<file path="config.mk">
export PLATFORM = sky130hd
export DESIGN_NAME = instr_fetch_unit
export DESIGN_NICKNAME = d
export VERILOG_FILES = /design/src/rtl/instr_fetch_unit_pkg.sv /design/src/rtl/instr_fetch_unit_pc_next.sv /design/src/rtl/instr_fetch_unit.sv
export SDC_FILE = /design/constraint.sdc
export NUM_CORES = 1
export LEC_CHECK = 0
export ABC_AREA = 1
export CAP_MARGIN = 20
export CORE_ASPECT_RATIO = 1.75
export CORE_MARGIN = 4
export CORE_UTILIZATION = 45
export CTS_BUF_LIST = sky130_fd_sc_hd__clkbuf_4
export CTS_CLUSTER_SIZE = 30
export DETAILED_ROUTE_END_ITERATION = 10
export PLACE_DENSITY = 0.86
export SYNTH_ARGS = -nofsm -noshare
export SYNTH_HDL_FRONTEND = slang
export SYNTH_SLANG_ARGS = --single-unit
</file>
<file path="constraint.sdc">
create_clock -name clk -period 1.5 [get_ports clk]
set_input_delay 0.45 -clock clk [delete_from_list [all_inputs] [get_ports clk]]
set_output_delay 0.45 -clock clk [all_outputs]
set_load 0.05 [all_outputs]
</file>
<file path="src/rtl/instr_fetch_unit_pkg.sv">
// Shared processor constants: instruction format codes, J-type sub-codes and
// the fetch FSM encodings used by the fetch unit and the control unit.
package instr_fetch_unit_pkg;

    typedef logic [15:0] instr_t;

    localparam logic [1:0] FMT_R = 2'b00;
    localparam logic [1:0] FMT_I = 2'b01;
    localparam logic [1:0] FMT_J = 2'b10;
    localparam logic [1:0] FMT_M = 2'b11;

    localparam logic [2:0] JC_JMP  = 3'b000;
    localparam logic [2:0] JC_JZ   = 3'b001;
    localparam logic [2:0] JC_HALT = 3'b111;

    localparam logic [1:0] S_ADDR  = 2'b00;
    localparam logic [1:0] S_READY = 2'b01;
    localparam logic [1:0] S_EXEC  = 2'b10;
    localparam logic [1:0] S_HALT  = 2'b11;

    function automatic logic is_halt(input instr_t instr);
        return (instr[1:0] == FMT_J) && (instr[4:2] == JC_HALT);
    endfunction

endpackage

</file>
<file path="src/rtl/instr_fetch_unit_pc_next.sv">
// Combinational next-PC selection: sequential increment, JMP, conditional JZ,
// and HALT (PC holds).
module pc_next_logic
    import instr_fetch_unit_pkg::*;
#(
    parameter int PC_WIDTH = 8
) (
    input  logic [PC_WIDTH-1:0] pc_i,
    input  instr_t              instruction_i,
    input  logic                alu_zero_i,
    output logic [PC_WIDTH-1:0] next_pc_o
);

    logic [PC_WIDTH+7:0] target_ext;
    logic [PC_WIDTH-1:0] target;
    logic [PC_WIDTH-1:0] pc_inc;
    logic                unused_bits;

    // The 8-bit jump field is zero-extended or truncated to fit any PC width.
    assign target_ext  = {{PC_WIDTH{1'b0}}, instruction_i[12:5]};
    assign target      = target_ext[PC_WIDTH-1:0];
    assign pc_inc      = pc_i + PC_WIDTH'(1);
    assign unused_bits = ^{instruction_i[15:13], target_ext[PC_WIDTH+7:PC_WIDTH]};

    always_comb begin
        next_pc_o = pc_inc;
        if (instruction_i[1:0] == FMT_J) begin
            case (instruction_i[4:2])
                JC_JMP:  next_pc_o = target;
                JC_JZ:   if (alu_zero_i) next_pc_o = target;
                JC_HALT: next_pc_o = pc_i;
                default: next_pc_o = pc_inc;
            endcase
        end
    end

endmodule

</file>
<file path="src/rtl/instr_fetch_unit.sv">
// Instruction fetch unit: drives the synchronous ROM address, latches the
// fetched word on request from the control unit and advances the PC.
module instr_fetch_unit
    import instr_fetch_unit_pkg::*;
#(
    parameter int                  PC_WIDTH = 8,
    parameter logic [PC_WIDTH-1:0] RESET_PC = '0
) (
    input  logic                clk,
    input  logic                reset,
    input  logic                run,
    input  logic                en_i,
    input  logic                done2,
    input  logic                alu_zero,
    output logic [PC_WIDTH-1:0] mem_addr,
    input  logic [15:0]         mem_rdata,
    output logic [PC_WIDTH-1:0] pc,
    output logic [15:0]         instruction,
    output logic                fetch_ready,
    output logic                halted
);

    logic [1:0]          state_q, state_d;
    logic [PC_WIDTH-1:0] pc_q, pc_d;
    instr_t              instr_q, instr_d;
    logic                pending_q, pending_d;
    logic [PC_WIDTH-1:0] next_pc;

    pc_next_logic #(
        .PC_WIDTH (PC_WIDTH)
    ) u_pc_next (
        .pc_i          (pc_q),
        .instruction_i (instr_q),
        .alu_zero_i    (alu_zero),
        .next_pc_o     (next_pc)
    );

    // With run low every _d equals its _q, so all state and strobes freeze.
    always_comb begin
        state_d   = state_q;
        pc_d      = pc_q;
        instr_d   = instr_q;
        pending_d = pending_q;
        if (run) begin
            case (state_q)
                S_ADDR: begin
                    state_d = S_READY;
                    if (en_i) pending_d = 1'b1;
                end
                S_READY: begin
                    if (en_i || pending_q) begin
                        instr_d   = mem_rdata;
                        pending_d = 1'b0;
                        state_d   = S_EXEC;
                    end
                end
                S_EXEC: begin
                    if (done2) begin
                        pc_d    = next_pc;
                        state_d = is_halt(instr_q) ? S_HALT : S_ADDR;
                    end
                end
                default: state_d = S_HALT;
            endcase
        end
    end

    always_ff @(posedge clk) begin
        if (reset) begin
            state_q   <= S_ADDR;
            pc_q      <= RESET_PC;
            instr_q   <= '0;
            pending_q <= 1'b0;
        end else begin
            state_q   <= state_d;
            pc_q      <= pc_d;
            instr_q   <= instr_d;
            pending_q <= pending_d;
        end
    end

    assign pc          = pc_q;
    assign mem_addr    = pc_q;
    assign instruction = instr_q;
    assign fetch_ready = (state_q == S_READY);
    assign halted      = (state_q == S_HALT);

endmodule

</file>
### Word level (Yosys, flattened, before mapping)

Index checks and enable logic that the tools add are counted.

| word-level totals | value |
|---|---|
| bits of input ports | 22 |
| memories kept | 0 |
| logic and storage cells | 34 |
| memory bits (writable) | 0 |
| bits in latches | 0 |
| memory bits (read-only) | 0 |
| output and inout port bits | 34 |
| bits in registers | 27 |

| operators by class | value |
|---|---|
| shifts and indexed selects | 0 |
| multiply operators | 0 |
| reductions and logical operators | 9 |
| div/mod/pow operators | 0 |
| order comparisons | 0 |
| equal/unequal tests | 10 |
| mux-type cells | 10 |
| add/subtract/negate cells | 1 |
| bitwise logic cells | 0 |

Operator list:

| cell | number |
|---|---|
| one-hot mux 8 bit (3 select lines) | 1 |
| 2-to-1 mux 8 bit | 2 |
| adder 8 x 1 -> 8 bit, second input constant | 1 |
| AND reduction 4 bit | 2 |
| == test 2 bit, second input constant | 3 |
| 2-to-1 mux 2 bit | 3 |
| inequality test 2 bit, second input constant | 3 |
| one-hot mux 2 bit (3 select lines) | 1 |
| AND reduction 3 bit | 2 |
| == test 3 x 1 -> 1 bit, second input constant | 1 |
| == test 3 bit, second input constant | 1 |
| zero test 3 bit | 1 |
| == test 2 x 1 -> 1 bit, second input constant | 1 |
| zero test 2 bit | 1 |
| 2-to-1 mux 1 bit | 2 |
| inequality test 2 x 1 -> 1 bit, second input constant | 1 |
| one-hot mux 1 bit (2 select lines) | 1 |
| nonzero test 2 bit | 1 |
| logical AND 1 bit | 1 |
| logical OR 1 bit | 1 |

### Logic depth before layout (Yosys ltp)

Gate-level depths: netlist (run 1).

| logic depth | value |
|---|---|
| depth in word-level cells | 5 |
| depth in mapped cells | 9 |
| mapped depth without buffers | 9 |

### Cells and area by module

From an unflattened synthesis (run 1), not the netlist that was laid out.

| second synthesis, totals | value |
|---|---|
| cells, all modules | 238 |
| area total of the unflattened synthesis | 1516.5 µm² |

By module, submodules not included:

| module | times used | area each (µm²) | cells each | sequential area each (µm²) |
|---|---|---|---|---|
| instr_fetch_unit | 1 | 1104.8 | 150 | 540.5 |
| pc_next_logic | 1 | 411.6 | 88 | 0.0 |

### Least setup slack after synthesis (run 1)

No wires, ideal clock.

| timing path | value |
|---|---|
| path kind | register -> register |
| start | reg pc_q[0], in the netlist mem_addr[0] |
| end | reg pc_q[6], in the netlist mem_addr[6] |
| cell stages (with the launch flop) | 9 |
| slack | -0.088 ns |
| data required time | 1.391 ns |
| arrival | 1.479 ns |
| cells stage by stage | dfxtp_1 > ha_1 > nand2_1 > inv_1 > nand4_1 > nand3_1 > nand3_1 > nand2_1 > inv_1 |

| on the way | value |
|---|---|
| longest elaborated chain between the ends | 4 |

RTL lines:

| item | line | text |
|---|---|---|
| start, declared | instr_fetch_unit.sv:24 | `logic [PC_WIDTH-1:0] pc_q, pc_d;` |
| start signal, assigned | instr_fetch_unit.sv:76 | `pc_q <= pc_d;` |
| adder 8 x 1 -> 8 bit * | instr_fetch_unit_pc_next.sv:22 | `assign pc_inc = pc_i + PC_WIDTH'(1);` |
| 2-to-1 mux 8 bit | instr_fetch_unit_pc_next.sv:30 | `JC_JZ: if (alu_zero_i) next_pc_o = target;` |
| one-hot mux 8 bit (3 select lines) | instr_fetch_unit_pc_next.sv:28 | `case (instruction_i[4:2])` |
| 2-to-1 mux 8 bit * | instr_fetch_unit_pc_next.sv:27 | `if (instruction_i[1:0] == FMT_J) begin` |

Mark *: on every way between the ends. The rest lies on a longest branch, timed or not.
A chain may end at the register's enable or synchronous reset.

### Worst setup path in the final report (run 1)

| timing path | value |
|---|---|
| start | reg state_q[0] |
| end | out fetch_ready |

| on the way | value |
|---|---|
| longest elaborated chain between the ends | 1 |

RTL lines:

| item | line | text |
|---|---|---|
| start, declared | instr_fetch_unit.sv:23 | `logic [1:0] state_q, state_d;` |
| start signal, assigned | instr_fetch_unit.sv:75 | `state_q <= state_d;` |
| == test 2 x 1 -> 1 bit | instr_fetch_unit.sv:85 | `assign fetch_ready = (state_q == S_READY);` |
| end, declared | instr_fetch_unit.sv:19 | `output logic fetch_ready,` |

Every way passes these cells.

==> results of run 1 <==
==> per-layer routing <==
layer | vias to the layer above | GRT usage, % | part of all wire, %
li1 | 800 | - | -
met1 | 702 | 18.3 | 38
met2 | 53 | 34.2 | 55
met3 | 10 | 2.87 | 4.9
met4 | 0 | 9.31 | 2.3
met5 | - | 0 | 0
==> cell families (layout without fill, tap and decap cells) <==
kind of cell / after synthesis / after routing / share of synthesized area [%]
AOI/OAI and AO/OA: 51 / 51 / 19.0
buffers and inverters: 39 / 99 / 13.2
xor gates and xnor gates: 1 / 1 / 0.602
adders and majority gates: 1 / 1 / 0.860
DFF: 27 / 27 / 37.1
and+or+nand+nor: 93 / 93 / 29.2
==> layout by cell type, fill, tap and decap left out, types with 2 or more instances in the layout <==
master / count
inv_2: 3
nor2_2: 2
buf_4: 12
nand3_1: 11
nor2_1: 32
dfxtp_4: 2
dfxtp_1: 18
nand4_1: 4
nor2_4: 2
a21oi_1: 17
o211ai_1: 2
inv_1: 21
buf_12: 35
dfxtp_2: 7
o21ai_1: 7
o21ai_0: 22
clkbuf_4: 3
nand2_2: 3
nand2_1: 35
clkdlybuf4s50_1: 21
==> critical path: cells and delay by family (launching register included) <==
kind | cells | cell delay [ps]
buffers and inverters | 2 | 190
DFF | 1 | 400
and+or+nand+nor | 1 | 110
==> repair_timing <==
item / in CTS / in global routing
gates resized for setup: 7 / 6
gates cloned: 0 / 0
setup endpoints to repair: 6 / 11
pin swaps: 1 / 1
buffers inserted: 3 / 2
==> flip-flops by register name (all words and copies together), names as in the netlist <==
| signal | flops |
|---|---|
| state_q | 2 |
| instruction | 16 |
| mem_addr | 8 |
| pending_q | 1 |
==> through the flow <==
| step | cells | util [%] | hold WS, ps | power [mW] |
|---|---|---|---|---|
| 2_1_floorplan | 212 | - | 444 | 1.03 |
| 3_3_place_gp | 306 | 76.1 | 463 | 1.26 |
| 3_5_place_dp | 306 | 76.1 | 493 | 1.27 |
| 4_1_cts | 313 | 78.1 | 514 | 1.60 |
| 5_1_grt | 315 | 78.9 | 552 | 1.66 |
| 6_report | 315 | 78.9 | 537 | 1.59 |
==> worst max-delay path by stage <==
stage,from,slack [ps],to,cells past startpoint
final,state_q[0],20,fetch_ready,3
after floorplan,instruction[2],20,mem_addr[6],7
after CTS,state_q[0],3,fetch_ready,3
after global routing,state_q[0],-30,fetch_ready,3
after global placement,run,-190,mem_addr[7],7
after detailed placement,reset,-250,instruction[0],4
==> report_power, final <==
| group | switching, mW | internal (mW) |
|---|---|---|
| logic | 0.244 | 0.238 |
| registers | 0.0453 | 0.749 |
| clock network | 0.215 | 0.100 |
==> area by class of cell <==
cell class                      count  area (um^2)
Tap cell                           43         53.8
Sequential cell                    27          557
Inverter                           27          108
Fill cell                         190          663
Timing Repair Buffer               68         1000
Multi-Input combinational cell    146          732
Clock inverter                      1         5.00
Clock buffer                        3         22.5
==> results.md, run 1 <==
- Final setup viols: 0
- Synth-to-Final Area Change: 70.3%
- CTS tree: built
- Via Count: roughly 1600
- Final WL: between 3000 and 4000 um
- PwrDens: approximately 640 nW/um^2
- Die Ht: 83.2 um
- Placed inst area: around 2400 um^2
- VDD IR max: about 0.8 mV
- TritonCTS buffer count: 3
- RSZ-0062 raised after global routing: true
- Post-DP HPWL: 3000 um
- Core Area: 3140 um^2
- Final instance area: around 2500 um^2
- Vias in the first global route: 1500
- Avg Inst Size Synth: just under 7 um^2
- Worst-path maximum fanout: 4
- Synth area leader: dfxtp_1
- P_leak: roughly 1.0 nW
- Final Hold Viols: 0
- Hold-fix buffers, CTS: 0
- Commonest cells post-synth: nand2_1, nor2_1, dfxtp_1, inv_1, o21ai_0
- GPL Wtd Cong: about 0.83
- Skew final: approximately 9.9 ps
- Hold path cells: 2
- Die area: 4240 um^2
- Avg WL per Cell: between 10 and 15 um
- Largest net degree at the start of global routing: 24
- Remaining DRCs: 0
- Fin Setup TNS: 0 ps
- Most frequent cell after synthesis: nand2_1
- Synth top area share: about 37%
- Clock period minus worst slack: 1480 ps
- CP startpoint kind: register
- CTS clk-pin slew, worst paths: 150 ps
- Status: completed
- Max Cap Viol: 0
- Post-route clock period utilization: 98.5%
- Hold path startpoint: instruction[9]
- ANT cells: 0
- Clock Latency Late Sink: between 300 and 400 ps
- Sink Count: 27
- Vias per inst: between 4 and 5
- Unique masters post-synth: 27
- Die X: just over 50 um
- Number of flops mapped to enable cells by yosys: 0
- Slew @ Worst Pin: approximately 320 ps
- Crit-path cells: inv_4 -> nor2_4 -> buf_12
- FF+latch count, synth: 27
- Crit path required time: between 1000 and 1500 ps
- # IOs: 56
- Seq/Total Area, Yosys: between 30% and 40%
- Synth Warn #: 0
- Setup ws final: 21.9 ps
- NumNets Final: just under 300
- Std-Cell Rows: 27
- Post-Syn Area: 1460 um^2
- Worst setup EP type: output port
- Reg-to-reg startpoint: instruction[4]
- Reg2reg setup slack: ~160 ps
- Hold Path Sink: instruction[9]
- R2r endpoint: mem_addr[1]
- CTS Root Cell: clkbuf_4
- Final Max Slew Viols: 0
- Kind of critical path: reg -> out
- Hold Path Class: reg -> reg
- Global-route wire length before repair: about 6200 um
- Critical-path top delay cell: dfxtp_4
- CTS max path bufs: 2
- Dominant synthesized flop cell: dfxtp_1
- Syn nets: ~240
- Fraction of layout cells with a size suffix above 1: 27.9%
- First DRT Iteration DRCs: 38
- Drt first pass iters: 4
- I/O Buffers: 55
- Initial Util: a little under half
- Total Routing Usage GR: 18.3%
- Post-placement setup slack: -250 ps
- Post-DRT Antenna Nets: 0
- Async set-reset flop share out of synthesis: 0%
- Worst reg2reg path depth: 9
- Slew HR: between 70% and 80%
- Area contributors post-synth: dfxtp_1, nand2_1, nor2_1
- Antenna violations before repair: 0
- # H-tree levels: 1
- Synthesized instance count: around 210
- Fmax: roughly 680 MHz
- CP max stage delay: about 400 ps
- Worst Path Arrival: about 1000 ps
- Gr ovfl total: 0
Note: power is estimated with default switching activity, not from simulation.
==> inputs of run 2 (changes only) <==
Settings changed: SKIP_CTS_REPAIR_TIMING from default to 1.
==> results.md, run 2 (synthesis results as in run 1) <==
- Post-DP HPWL: 3000 um (unchanged)
- Kind of critical path: reg -> out (unchanged)
- TritonCTS buffer count: 3 (unchanged)
- Final Max Slew Viols: 0 (unchanged)
- # H-tree levels: 1 (unchanged)
- Slew @ Worst Pin: 322 ps (was 321 ps)
- Critical-path top delay cell: dfxtp_4 (unchanged)
- CTS clk-pin slew, worst paths: 150 ps (about the same)
- Final Hold Viols: 0 (unchanged)
- VDD IR max: 0.779 mV (was 0.783 mV)
- Remaining DRCs: 0 (unchanged)
- Skew final: 7.88 ps (was 9.88 ps)
- Fmax: 661 MHz (was 677 MHz)
- CTS max path bufs: 2 (unchanged)
- Total design power: 1.59 mW (about the same)
- Post-placement setup slack: -250 ps (unchanged)
- Setup ws final: -13.9 ps (was 21.9 ps)
- Hold path startpoint: pending_q (was instruction[9])
- Max Cap Viol: 0 (unchanged)
- Global-route wire length before repair: 5860 um (was 6240 um)
- NumNets Final: 295 (was 296)
- Worst-path maximum fanout: 5 (was 4)
- Die area: 4240 um^2 (unchanged)
- Avg WL per Cell: 12.0 um (was 12.1 um)
- Gr ovfl total: 0 (unchanged)
- Worst Path Arrival: 1060 ps (was 1030 ps)
- I/O Buffers: 55 (unchanged)
- Largest net degree at the start of global routing: 24 (unchanged)
- Most frequent cells in the layout: nand2_1, buf_12, nor2_1 (unchanged)
- Final WL: 3780 um (was 3810 um)
- Crit path required time: 1050 ps (about the same)
- Worst Setup SP: state_q[0] (unchanged)
- Register area: 557 um^2 (unchanged)
- Crit-path cells: inv_4 -> nor2_4 -> buf_12 (unchanged)
- Antenna violations before repair: 0 (unchanged)
- Fraction of layout cells with a size suffix above 1: 27.3% (was 27.9%)
- CP Buf/Inv Count: 2 (unchanged)
- Via Count: 1557 (was 1565)
- Post-DRT Antenna Nets: 0 (unchanged)
- Vias per inst: 4.96 (was 4.97)
- Failing checks: negative setup slack
- PwrDens: 643 nW/um^2 (was 642 nW/um^2)
- Clock Latency Late Sink: 330 ps (about the same)
- ANT cells: 0 (unchanged)
- CTS Root Cell: clkbuf_4 (unchanged)
- Die X: 51.0 um (unchanged)
- CTS tree: built (unchanged)
- Clock period minus worst slack: 1510 ps (was 1480 ps)
- # IOs: 56 (unchanged)
- Drt first pass iters: 4 (unchanged)
- Status: finished with violations (was completed)
- Std-Cell Rows: 27 (unchanged)
- Final setup viols: 1 (was 0)
- Total Routing Usage GR: 17.1% (was 18.3%)
- Worst setup EP type: output port (unchanged)
- CP max stage delay: 410 ps (was 400 ps)
- Placed inst area: 2390 um^2 (unchanged)
- Fillers: 197 (was 190)
- Initial Util: 46.3% (unchanged)
- Largest register FFs: 16 (unchanged)
- Sink Count: 27 (unchanged)
- RSZ-0062 raised after global routing: true (unchanged)
- Core Area: 3140 um^2 (unchanged)
- Fin Setup TNS: -13.9 ps (was 0 ps)
- Final instance area: 2470 um^2 (was 2480 um^2)
- Reg-to-reg startpoint: instruction[4] (unchanged)
- Synth-to-Final Area Change: 69.6% (was 70.3%)
- Multi-input logic area: 728 um^2 (was 732 um^2)
- First DRT Iteration DRCs: 53 (was 38)
- Slew HR: 78.5% (about the same)
- Hold Path Class: reg -> reg (unchanged)
- Vias in the first global route: 1425 (was 1500)
- Post-route clock period utilization: 101% (was 98.5%)
- CP startpoint kind: register (unchanged)
- GPL Wtd Cong: 0.828 (unchanged)
- Die Ht: 83.2 um (unchanged)
- P_leak: 1.04 nW (was 1.05 nW)
- CP delay by family, top: flip-flops (unchanged)
==> run 2: worst min-delay path, stage by stage, from the launching register on <==
cell and delay [ps]:
dfxtp_1 350, o21ai_0 80, a21oi_1 70
==> run 2: layer usage <==
| layer | global-route usage, % | vias up | routed length (um) |
|---|---|---|---|
| met3 | 2.87 | 12 | 196 |
| met5 | 0 | - | 0 |
| met1 | 16.6 | 690 | 1380 |
| met2 | 32.2 | 59 | 2090 |
| li1 | - | 796 | - |
| met4 | 9.07 | 0 | 108 |
==> run 2: worst paths after layout <==
kind | end | slack, ps | cells past startpoint
max | fetch_ready | -10 | 3
min | pending_q | 530 | 2
max reg2reg | mem_addr[1] | 160 | 9
min reg2reg | pending_q | 530 | 2
==> run 2: power by group <==
part           switching, mW  internal, mW  leakage [nW]
registers             0.0454         0.749         0.224
clock network          0.215         0.100        0.0177
logic                  0.241         0.237         0.796
total                  0.501          1.09          1.04
==> run 2: final cells by class <==
cell class / instances / area share (%)
clock inverters: 1 / 0.203
clock buffers: 3 / 0.913
well taps: 43 / 2.18
repair buffers: 67 / 40.3
flip-flops and latches: 27 / 22.6
multi-input cells: 146 / 29.5
inverters: 27 / 4.36
==> run 2: per-stage QoR <==
step                hold slack [ps]  util (%)  instances
CTS                             514      76.9        310
global route                    546      78.5        314
finish                          528      78.5        314
floorplan                       444         -        212
detailed placement              493      76.1        306
global placement                463      76.1        306
==> inputs of run 3 (changes only) <==
Settings changed: CTS_CLUSTER_SIZE 30 to 8.
==> results of run 3 <==
The final DEF is identical to that of run 2; final timing and power are the same.
